$ cat src/rtl/axis_byte_packer_pkg.sv
// Shared types and helpers for the AXI4-Stream byte packer.
// Frame modes, counter sizing and keep-mask generation.
package axis_byte_packer_pkg;

   typedef enum logic {
      MODE_PASS = 1'b0,
      MODE_PACK = 1'b1
   } frame_mode_e;

   function automatic int cntWidth(input int accBytes);
      return $clog2(accBytes + 1);
   endfunction

   function automatic logic [63:0] keepMask(input int n);
      return (64'd1 << n) - 64'd1;
   endfunction

endpackage

$ cat src/rtl/axis_byte_packer_if.sv
// AXI4-Stream bundle with master (driver) and slave (receiver) views.
interface axis_byte_packer_if #(
   parameter int BYTES = 4
);

   logic [8*BYTES-1:0] tdata;
   logic [BYTES-1:0]   tkeep;
   logic               tvalid;
   logic               tlast;
   logic               tready;

   modport master (output tdata, output tkeep, output tvalid, output tlast, input tready);
   modport slave  (input tdata, input tkeep, input tvalid, input tlast, output tready);

endinterface

$ cat src/rtl/axis_byte_packer_out_reg.sv
// Single-entry registered AXI4-Stream output stage.
// o_free tells the producer a load this cycle will not overwrite an unsent beat.
module axis_out_reg #(
   parameter int BYTES = 4
) (
   input  logic                 clk,
   input  logic                 reset,
   input  logic                 i_load,
   input  logic [8*BYTES-1:0]   i_data,
   input  logic [BYTES-1:0]     i_keep,
   input  logic                 i_last,
   output logic                 o_free,
   axis_byte_packer_if.master   m_axis
);

   logic [8*BYTES-1:0] r_data;
   logic [BYTES-1:0]   r_keep;
   logic               r_valid;
   logic               r_last;

   always_ff @(posedge clk) begin
      if (reset) begin
         r_data  <= '0;
         r_keep  <= '0;
         r_valid <= 1'b0;
         r_last  <= 1'b0;
      end else if (i_load) begin
         r_data  <= i_data;
         r_keep  <= i_keep;
         r_valid <= 1'b1;
         r_last  <= i_last;
      end else if (m_axis.tready) begin
         r_valid <= 1'b0;
      end
   end

   assign o_free        = !r_valid || m_axis.tready;
   assign m_axis.tdata  = r_data;
   assign m_axis.tkeep  = r_keep;
   assign m_axis.tvalid = r_valid;
   assign m_axis.tlast  = r_last;

endmodule

$ cat src/rtl/axis_byte_packer.sv
// Keeps the low KEEP_BYTES of each input beat and packs them densely into
// OUT_BYTES-wide output beats, or passes them through one beat per beat.
module axis_byte_packer
   import axis_byte_packer_pkg::*;
#(
   parameter int IN_BYTES   = 4,
   parameter int KEEP_BYTES = 3,
   parameter int OUT_BYTES  = 4
) (
   input  logic               clk,
   input  logic               reset,
   input  logic               pack_en,
   axis_byte_packer_if.slave  in_AXIS,
   axis_byte_packer_if.master out_AXIS
);

   localparam int ACC  = OUT_BYTES + KEEP_BYTES - 1;
   localparam int ACCW = 8 * ACC;
   localparam int CW   = cntWidth(ACC);
   localparam logic [CW-1:0] OUT_CNT  = CW'(OUT_BYTES);
   localparam logic [CW-1:0] KEEP_CNT = CW'(KEEP_BYTES);

   generate
      if (KEEP_BYTES < 1 || KEEP_BYTES > IN_BYTES || KEEP_BYTES > OUT_BYTES) begin : g_badParams
         $error("axis_byte_packer: KEEP_BYTES must lie in 1..min(IN_BYTES, OUT_BYTES)");
      end
   endgenerate

   logic [ACCW-1:0]        r_acc;
   logic [CW-1:0]          r_cnt;
   logic                   r_lastPend;
   logic                   r_inFrame;
   frame_mode_e            r_mode;

   frame_mode_e            w_mode;
   logic                   w_free;
   logic                   w_loadA;
   logic                   w_loadB;
   logic                   w_drain;
   logic                   w_ready;
   logic                   w_accept;
   logic                   w_passLoad;
   logic                   w_load;
   logic [8*KEEP_BYTES-1:0] w_kept;
   logic [8*OUT_BYTES-1:0] w_ldData;
   logic [OUT_BYTES-1:0]   w_ldKeep;
   logic                   w_ldLast;
   logic [ACCW-1:0]        w_accNext;
   logic [CW-1:0]          w_cntNext;
   logic                   w_unused;

   assign w_unused = ^{in_AXIS.tkeep, in_AXIS.tdata};
   assign w_kept   = in_AXIS.tdata[8*KEEP_BYTES-1:0];

   // The mode is only taken from pack_en on a frame's first beat.
   assign w_mode     = r_inFrame ? r_mode : (pack_en ? MODE_PACK : MODE_PASS);
   assign w_loadA    = w_free && (r_cnt >= OUT_CNT);
   assign w_loadB    = w_free && r_lastPend && (r_cnt != '0) && (r_cnt < OUT_CNT);
   assign w_drain    = w_loadA || w_loadB;
   assign w_accept   = in_AXIS.tvalid && w_ready;
   assign w_passLoad = w_accept && (w_mode == MODE_PASS);
   assign w_load     = w_passLoad || w_drain;

   always_comb begin
      w_ready = 1'b0;
      if (!reset && !r_lastPend) begin
         if (!r_inFrame || r_mode == MODE_PASS) begin
            w_ready = w_free;
         end else begin
            w_ready = (r_cnt < OUT_CNT) || w_drain;
         end
      end
   end

   assign in_AXIS.tready = w_ready;

   always_comb begin
      w_ldData = '0;
      w_ldKeep = '0;
      w_ldLast = 1'b0;
      if (w_passLoad) begin
         w_ldData = (8*OUT_BYTES)'(w_kept);
         w_ldKeep = OUT_BYTES'(keepMask(KEEP_BYTES));
         w_ldLast = in_AXIS.tlast;
      end else if (w_loadA) begin
         w_ldData = r_acc[8*OUT_BYTES-1:0];
         w_ldKeep = '1;
         w_ldLast = r_lastPend && (r_cnt == OUT_CNT);
      end else if (w_loadB) begin
         w_ldKeep = OUT_BYTES'(keepMask(int'(r_cnt)));
         for (int b = 0; b < OUT_BYTES; b++) begin
            if (w_ldKeep[b]) w_ldData[8*b +: 8] = r_acc[8*b +: 8];
         end
         w_ldLast = 1'b1;
      end
   end

   // Bytes at and above cnt are always zero, so appending is a plain OR.
   always_comb begin
      w_accNext = r_acc;
      w_cntNext = r_cnt;
      if (w_loadA) begin
         w_accNext = r_acc >> (8*OUT_BYTES);
         w_cntNext = r_cnt - OUT_CNT;
      end else if (w_loadB) begin
         w_accNext = '0;
         w_cntNext = '0;
      end
      if (w_accept && w_mode == MODE_PACK) begin
         w_accNext = w_accNext | (ACCW'(w_kept) << (8*w_cntNext));
         w_cntNext = w_cntNext + KEEP_CNT;
      end
   end

   always_ff @(posedge clk) begin
      if (reset) begin
         r_acc      <= '0;
         r_cnt      <= '0;
         r_lastPend <= 1'b0;
         r_inFrame  <= 1'b0;
         r_mode     <= MODE_PASS;
      end else begin
         r_acc <= w_accNext;
         r_cnt <= w_cntNext;
         if (w_accept) begin
            r_inFrame <= !in_AXIS.tlast;
            if (!r_inFrame) r_mode <= w_mode;
         end
         if (w_accept && in_AXIS.tlast && w_mode == MODE_PACK) begin
            r_lastPend <= 1'b1;
         end else if (w_load && w_ldLast) begin
            r_lastPend <= 1'b0;
         end
      end
   end

   axis_out_reg #(
      .BYTES (OUT_BYTES)
   ) u_outReg (
      .clk    (clk),
      .reset  (reset),
      .i_load (w_load),
      .i_data (w_ldData),
      .i_keep (w_ldKeep),
      .i_last (w_ldLast),
      .o_free (w_free),
      .m_axis (out_AXIS)
   );

endmodule
$ cat src/flat_wrapper.sv
// flat-port wrapper written by rule: the top's interface ports become plain ports
module axis_byte_packer_flat import axis_byte_packer_pkg::*;
#(
   parameter int IN_BYTES   = 4,
   parameter int KEEP_BYTES = 3,
   parameter int OUT_BYTES  = 4
)
  (clk, reset, pack_en, in_AXIS_tdata, in_AXIS_tkeep, in_AXIS_tvalid, in_AXIS_tlast, in_AXIS_tready, out_AXIS_tdata, out_AXIS_tkeep, out_AXIS_tvalid, out_AXIS_tlast, out_AXIS_tready);
  axis_byte_packer_if in_AXIS_i ();
  axis_byte_packer_if out_AXIS_i ();
  input  logic clk;
  input  logic reset;
  input  logic pack_en;
  input wire logic [$bits(in_AXIS_i.tdata)-1:0] in_AXIS_tdata;
  input wire logic [$bits(in_AXIS_i.tkeep)-1:0] in_AXIS_tkeep;
  input wire logic [$bits(in_AXIS_i.tvalid)-1:0] in_AXIS_tvalid;
  input wire logic [$bits(in_AXIS_i.tlast)-1:0] in_AXIS_tlast;
  output wire logic [$bits(in_AXIS_i.tready)-1:0] in_AXIS_tready;
  output wire logic [$bits(out_AXIS_i.tdata)-1:0] out_AXIS_tdata;
  output wire logic [$bits(out_AXIS_i.tkeep)-1:0] out_AXIS_tkeep;
  output wire logic [$bits(out_AXIS_i.tvalid)-1:0] out_AXIS_tvalid;
  output wire logic [$bits(out_AXIS_i.tlast)-1:0] out_AXIS_tlast;
  input wire logic [$bits(out_AXIS_i.tready)-1:0] out_AXIS_tready;
  assign in_AXIS_i.tdata = in_AXIS_tdata;
  assign in_AXIS_i.tkeep = in_AXIS_tkeep;
  assign in_AXIS_i.tvalid = in_AXIS_tvalid;
  assign in_AXIS_i.tlast = in_AXIS_tlast;
  assign in_AXIS_tready = in_AXIS_i.tready;
  assign out_AXIS_tdata = out_AXIS_i.tdata;
  assign out_AXIS_tkeep = out_AXIS_i.tkeep;
  assign out_AXIS_tvalid = out_AXIS_i.tvalid;
  assign out_AXIS_tlast = out_AXIS_i.tlast;
  assign out_AXIS_i.tready = out_AXIS_tready;
  axis_byte_packer #(.IN_BYTES(IN_BYTES), .KEEP_BYTES(KEEP_BYTES), .OUT_BYTES(OUT_BYTES)) u_core (.clk(clk), .reset(reset), .pack_en(pack_en), .in_AXIS(in_AXIS_i), .out_AXIS(out_AXIS_i));
endmodule
$ cat config.mk
export PLATFORM = sky130hd
export DESIGN_NAME = axis_byte_packer_flat
export DESIGN_NICKNAME = d
export VERILOG_FILES = /design/src/rtl/axis_byte_packer_pkg.sv /design/src/rtl/axis_byte_packer_if.sv /design/src/rtl/axis_byte_packer_out_reg.sv /design/src/rtl/axis_byte_packer.sv /design/src/flat_wrapper.sv
export SDC_FILE = /design/constraint.sdc
export NUM_CORES = 1
export LEC_CHECK = 0
export BUFFER_PORTS_ARGS = -buffer_cell sky130_fd_sc_hd__buf_2
export CAP_MARGIN = 10
export CORE_MARGIN = 2
export CORE_UTILIZATION = 45
export CTS_BUF_LIST = sky130_fd_sc_hd__clkbuf_2
export CTS_CLUSTER_SIZE = 40
export DETAILED_ROUTE_END_ITERATION = 7
export GPL_TIMING_DRIVEN = 0
export PLACE_DENSITY = 0.67
export SLEW_MARGIN = 40
export SYNTH_ARGS = -nofsm -noshare
export SYNTH_HDL_FRONTEND = slang
export SYNTH_SLANG_ARGS = --single-unit
$ cat constraint.sdc
create_clock -name clk -period 2.75 [get_ports clk]
set_clock_uncertainty 0.1 [all_clocks]
set_input_delay 0.55 -clock clk [delete_from_list [all_inputs] [get_ports clk]]
set_output_delay 0.55 -clock clk [all_outputs]
set_load 0.01 [all_outputs]
# [Word level (Yosys, flattened, before mapping)]
# Cells that the tools add are included.
[op_classes] bitwise_logic=4 magnitude_cmp=2 n_eq_ne=1 n_shift=2 addsub=3 n_mux=27 reduce_logical=26
[ops] cell="$mux W48" n=3
[ops] cell="$mux W32" n=3
[ops] cell="$or A48 B48 Y48" n=1
[ops] cell="$shl A24 B6 Y48" n=1
[ops] cell="$mux W8" n=4
[ops] cell="$logic_and A1 B1 Y1" n=12
[ops] cell="$mux W4" n=3
[ops] cell="$mux W1" n=11
[ops] cell="$mux W3" n=3
[ops] cell="$logic_not A1 Y1" n=5
[ops] cell="$logic_or A1 B1 Y1" n=5
[ops] cell="$reduce_bool A2 Y1" n=2
[ops] cell="$shl A1 B3 Y4 const A" n=1
[ops] cell="$sub A4 B1 Y4 const B" n=1
[ops] cell="$add A3 B2 Y3 const B" n=1
[ops] cell="$eq A3 B3 Y1 const B" n=1
[ops] cell="$ge A3 B3 Y1 const B" n=1
[ops] cell="$lt A3 B3 Y1 const B" n=1
[ops] cell="$not A1 Y1" n=3
[ops] cell="$reduce_bool A3 Y1" n=1
[ops] cell="$sub A3 B3 Y3 const B" n=1
[ops] cell="$reduce_and A2 Y1" n=1
[totals] output_inout_bits=39 elab_cells=74 reg_bits=92 inputBits=42

# [Depth between registers and ports, before layout]
[logic_depth] depth_word=15 ltp_mapped=9 ltp_nobuf=8

# [Hierarchy]
# A second synthesis with hierarchy kept.
[unflattened] cells_unflattened=454 hier_area_um2=4210.3
[by_module_without_submodules] mod="axis_byte_packer" seq_area_each_um2=1081.0 cells_per_inst=331 area_each_um2=2849.0 n_inst=1
[by_module_without_submodules] mod="axis_out_reg" seq_area_each_um2=760.7 cells_per_inst=123 area_each_um2=1361.3 n_inst=1

# [Least setup slack after synthesis]
# Ideal clock, no wire load.
[synth_timing] kind="flip-flop to flip-flop" startpoint="register u_core.r_cnt[0]" endpoint="register u_core.u_outReg.r_data[23], in the netlist u_core.u_outReg.m_axis.tdata[23]" n_path_buf=2 stages_incl_launch_ff=10 synth_period_minus_slack_ps=2010 arrival_ps=1839 required_ps=2579 path_slack_ps=740 setup_time_ps=71 cell_sequence="dfxtp_1 > buf_2 > nand3b_1 > ha_1 > nor3b_1 > o221ai_1 > nor2b_1 > clkbuf_1 > a22oi_1 > a21oi_1"
[synth_between] elab_chain_cells=10 word_cells_on_any_way=19 classes_between="add/sub (1); order compare (2); shift (1); mux (6); reduce/logical (9)"
[synth_rtl] element="from (decl)" line="axis_byte_packer.sv:30" source="logic [CW-1:0] r_cnt;"
[synth_rtl] element="from (signal assigned)" line="axis_byte_packer.sv:124" source="r_cnt <= w_cntNext;"
[synth_rtl] element="parallel branches: the longest is 10 deep, another holds $sub A4 B1 Y4"
[synth_rtl] element="to (signal assigned)" line="axis_byte_packer_out_reg.sv:28" source="r_data <= i_data;"
[synth_rtl] element="to (decl)" line="axis_byte_packer_out_reg.sv:16" source="logic [8*BYTES-1:0] r_data;"
# Several ways; the timed one is not identified.
# A chain may end at the register's enable or synchronous reset.

# [Worst setup path after layout]
[layout_timing] startpoint="register u_core.r_cnt[0]" endpoint="register u_core.u_outReg.r_data[19], in the netlist u_core.u_outReg.m_axis.tdata[19]"
# Same word-level chain as after synthesis.

==> impl_metrics.sql <==
INSERT INTO impl_metrics (metric_group, metric, value, unit) VALUES
('sta', 'holdWs', '88.45', 'ps'),
('critical_path', 'timing.critical_path.required', '3100', 'ps'),
('die', 'die_h', '98.73', 'um'),
('global_routing', 'grt_antenna_before_repair', '0', ''),
('yosys', 'synth_warnings', '0', ''),
('placement', 'dp_worst_setup_slack', '201.9', 'ps'),
('die', 'fp.dieArea', '0.009747', 'mm2'),
('critical_path', 'critPathBufInv', '2', ''),
('layout', 'n_antenna_cell', '0', ''),
('sta', 'finalMaxSlewViolations', '0', ''),
('sta', 'layout_setup_ws', '176.5', 'ps'),
('sta', 'min_period', '2573', 'ps'),
('global_routing', 'grt_pass1_vias', '3462', ''),
('clocking', 'htree_num_levels', '3', ''),
('pwr', 'power_per_cell_area', '546.1', 'mW/mm2'),
('yosys', 'syn_area_per_cell', '9.261', 'um2'),
('die', 'placementRows', '34', ''),
('sta', 'timing.fmax', '388.6', 'MHz'),
('sta', 'setup_repair_after_global_routing_missed_its_margin', 'false', ''),
('clocking', 'path_clk_slew', '220', 'ps'),
('critical_path', 'path_class', 'reg -> reg', ''),
('yosys', 'yosys.cell_types.count', '47', ''),
('critical_path', 'crit_slowest_cell', 'sky130_fd_sc_hd__dfxtp_1', ''),
('sta', 'report.final.setup_viol', '0', ''),
('clocking', 'numClockSinks', '92', ''),
('critical_path', 'crit_path_end_kind', 'register', ''),
('detailed_routing', 'detailedRoute.firstPassIterationCount', '4', ''),
('yosys', 'synth.yosys.seq_area_share', '45.62', '%'),
('clocking', 'clock_tree.buffer_depth', '2', ''),
('layout', 'drive_above_1_share', '23.36', '%'),
('yosys', 'synth_top_cells_by_area', 'sky130_fd_sc_hd__dfxtp_1, sky130_fd_sc_hd__a22oi_1, sky130_fd_sc_hd__mux2i_1', ''),
('layout', 'design.final.nets', '556', ''),
('sta', 'worstMarginPinSlew', '709.2', 'ps'),
('detailed_routing', 'routed_wl', '12.31', 'mm'),
('clocking', 'root_buffer', 'sky130_fd_sc_hd__clkbuf_2', ''),
('worst_hold_path', 'timing.hold.worst.class', 'in -> reg', ''),
('placement', 'place.gp.congestion', '0.9812', ''),
('detailed_routing', 'post_dr_wirelength_cell', '19.67', 'um'),
('die', 'io_pins', '81', ''),
('sta', 'report.final.hold_viol_count', '0', ''),
('yosys', 'synthDominantCellAreaShare', '45.62', '%'),
('detailed_routing', 'drt-initial-drc-count', '265', ''),
('global_routing', 'grt-ovfl-total', '0', ''),
('detailed_routing', 'route.detailed.vias_per_inst', '6.027', ''),
('pwr', 'power_leakage', '1.829', 'nW'),
('critical_path', 'timing.critical_path.cells', 'buf_2, nand3b_1, ha_1, a21o_1, o221ai_1, nor2b_1, clkbuf_2, a22oi_1, a21oi_1', ''),
('yosys', 'yosys_register_bits', '92', ''),
('yosys', 'synth_top_flop_cell', 'sky130_fd_sc_hd__dfxtp_1', ''),
('detailed_routing', 'drc_errors', '0', ''),
('global_routing', 'grtUsageTotal', '25.32', '%'),
('clocking', 'cts_made_buffers', '9', ''),
('layout', 'post-route-cell-area', '0.004637', 'mm2'),
('critical_path', 'timing.critical_path.max_delay_family', 'compound AO/OA/AOI/OAI gates', ''),
('critical_path', 'critical-path-max-stage-delay', '540', 'ps'),
('sta', 'fin_crit_sh', '93.58', '%'),
('die', 'fp.coreArea', '0.008721', 'mm2'),
('sta', 'maxSlewHeadroom', '52.72', '%'),
('placement', 'place_inst', '611', ''),
('critical_path', 'worst-endpoint-arrival', '2930', 'ps'),
('layout', 'area.growth.synth_to_final', '14.84', '%'),
('layout', 'fin_util', '53.17', '%'),
('global_routing', 'maximum_number_of_pins_on_one_net_before_global_route_repair', '15', ''),
('clocking', 'cts_hold_buffers_added', '0', ''),
('yosys', 'async_s_r_ff_share_synth', '0', '%'),
('status', 'outcome', 'completed', ''),
('detailed_routing', 'final_antenna_net_count', '0', ''),
('yosys', 'number_of_enable_type_register_cells_in_the_synthesized_netlist', '0', ''),
('pwr', 'totalPowerFinal', '2.532', 'mW'),
('yosys', 'postSynthCellCount', '436', ''),
('placement', 'detailed_place.area', '0.004508', 'mm2'),
('die', 'die_width', '98.73', 'um');
## placed cells by master, fill, tap and decap left out, types with 8 or more instances in the layout
cell type / Yosys / final
sky130_fd_sc_hd__a311oi_1: 10 / 10
sky130_fd_sc_hd__a31oi_1: 10 / 10
sky130_fd_sc_hd__o2bb2ai_1: 16 / 16
sky130_fd_sc_hd__clkbuf_2: 0 / 12
sky130_fd_sc_hd__nor2b_1: 10 / 10
sky130_fd_sc_hd__clkbuf_1: 12 / 10
sky130_fd_sc_hd__a221oi_1: 8 / 8
sky130_fd_sc_hd__o21ai_0: 13 / 13
sky130_fd_sc_hd__nor3_1: 9 / 9
sky130_fd_sc_hd__nor2_1: 39 / 39
sky130_fd_sc_hd__buf_2: 17 / 84
sky130_fd_sc_hd__mux2i_1: 24 / 24
sky130_fd_sc_hd__a21oi_1: 19 / 19
sky130_fd_sc_hd__nand3_1: 10 / 10
sky130_fd_sc_hd__dfxtp_1: 92 / 92
sky130_fd_sc_hd__a22oi_1: 33 / 33
sky130_fd_sc_hd__a21o_1: 14 / 14
sky130_fd_sc_hd__nand2_1: 41 / 41
## area by class of cell
class	instances	area [um2]
Clock buffer	11	55.05
Clock inverter	5	76.32
Sequential cell	92	1842
Multi-Input combinational cell	306	2002
Tap cell	108	135.1
Buffer	36	187.7
Inverter	1	3.754
Timing Repair Buffer	67	335.3
Fill cell	822	4084
## flip-flops by register name (all words and copies together) (netlist names)
| signal | count |
|---|---|
| u_core.u_outReg.m_axis.tvalid | 1 |
| u_core.u_outReg.m_axis.tlast | 1 |
| u_core.u_outReg.m_axis.tdata | 32 |
| u_core.r_cnt | 3 |
| u_core.r_acc | 48 |
| u_core.r_mode | 1 |
| u_core.u_outReg.m_axis.tkeep | 4 |
| u_core.r_inFrame | 1 |
| u_core.r_lastPend | 1 |
## worst paths after layout
kind | depth (start not counted) | to | slack (ps) | start
worst max-delay path | 9 | u_core.u_outReg.m_axis.tdata[19]$_SDFFE_PP0P_ | 180 | u_core.r_cnt[0]$_SDFF_PP0_
worst min-delay path | 2 | u_core.r_inFrame$_SDFFE_PP0N_ | 90 | in_AXIS_tlast
worst max register to register | 9 | u_core.u_outReg.m_axis.tdata[19]$_SDFFE_PP0P_ | 180 | u_core.r_cnt[0]$_SDFF_PP0_
worst min register to register | 2 | u_core.u_outReg.m_axis.tdata[16]$_SDFFE_PP0P_ | 370 | u_core.u_outReg.m_axis.tdata[16]$_SDFFE_PP0P_
## repair_timing
item	in CTS	in global routing
resized for setup	0	2
endpoints found under the setup margin	0	7
setup buffers	0	0
## cell usage after synthesis (3+ instances only)
| cell | number |
|---|---|
| sky130_fd_sc_hd__a21o_1 | 14 |
| sky130_fd_sc_hd__a21oi_1 | 19 |
| sky130_fd_sc_hd__a221oi_1 | 8 |
| sky130_fd_sc_hd__a22o_1 | 7 |
| sky130_fd_sc_hd__a22oi_1 | 33 |
| sky130_fd_sc_hd__a2bb2oi_1 | 5 |
| sky130_fd_sc_hd__a311oi_1 | 10 |
| sky130_fd_sc_hd__a31o_2 | 7 |
| sky130_fd_sc_hd__a31oi_1 | 10 |
| sky130_fd_sc_hd__buf_2 | 17 |
| sky130_fd_sc_hd__buf_4 | 4 |
| sky130_fd_sc_hd__clkbuf_1 | 12 |
| sky130_fd_sc_hd__dfxtp_1 | 92 |
| sky130_fd_sc_hd__mux2i_1 | 24 |
| sky130_fd_sc_hd__nand2_1 | 41 |
| sky130_fd_sc_hd__nand2b_1 | 3 |
| sky130_fd_sc_hd__nand3_1 | 10 |
| sky130_fd_sc_hd__nor2_1 | 39 |
| sky130_fd_sc_hd__nor2b_1 | 10 |
| sky130_fd_sc_hd__nor3_1 | 9 |
| sky130_fd_sc_hd__o21ai_0 | 13 |
| sky130_fd_sc_hd__o2bb2ai_1 | 16 |
## where the power goes
group	internal, mW	switching (mW)	total, mW
sequential	1.39	0.0322	1.42
clock	0.303	0.460	0.763
combinational	0.140	0.207	0.347
## metal layers
metal / track usage [%] / vias to the layer above / part of all wire, %
li1: - / 1781 / -
met2: 37.89 / 146 / 45
met1: 35.23 / 1822 / 46
met4: 12.22 / 0 / 2.8
met3: 4.894 / 24 / 6.3
met5: 0 / - / 0
## logic make-up after synthesis
logic type                 count (synthesis)  share of synthesized area [%]
AOI/OAI and AO/OA                        147                          26.84
and+or+nand+nor                          133                          16.27
DFF                                       92                          45.62
buffers and inverters                     38                          4.803
muxes                                     24                          5.950
xor gates and xnor gates                   1                         0.2170
adders and majority gates                  1                         0.3098
No activity file was read; power rests on OpenSTA's default activity.
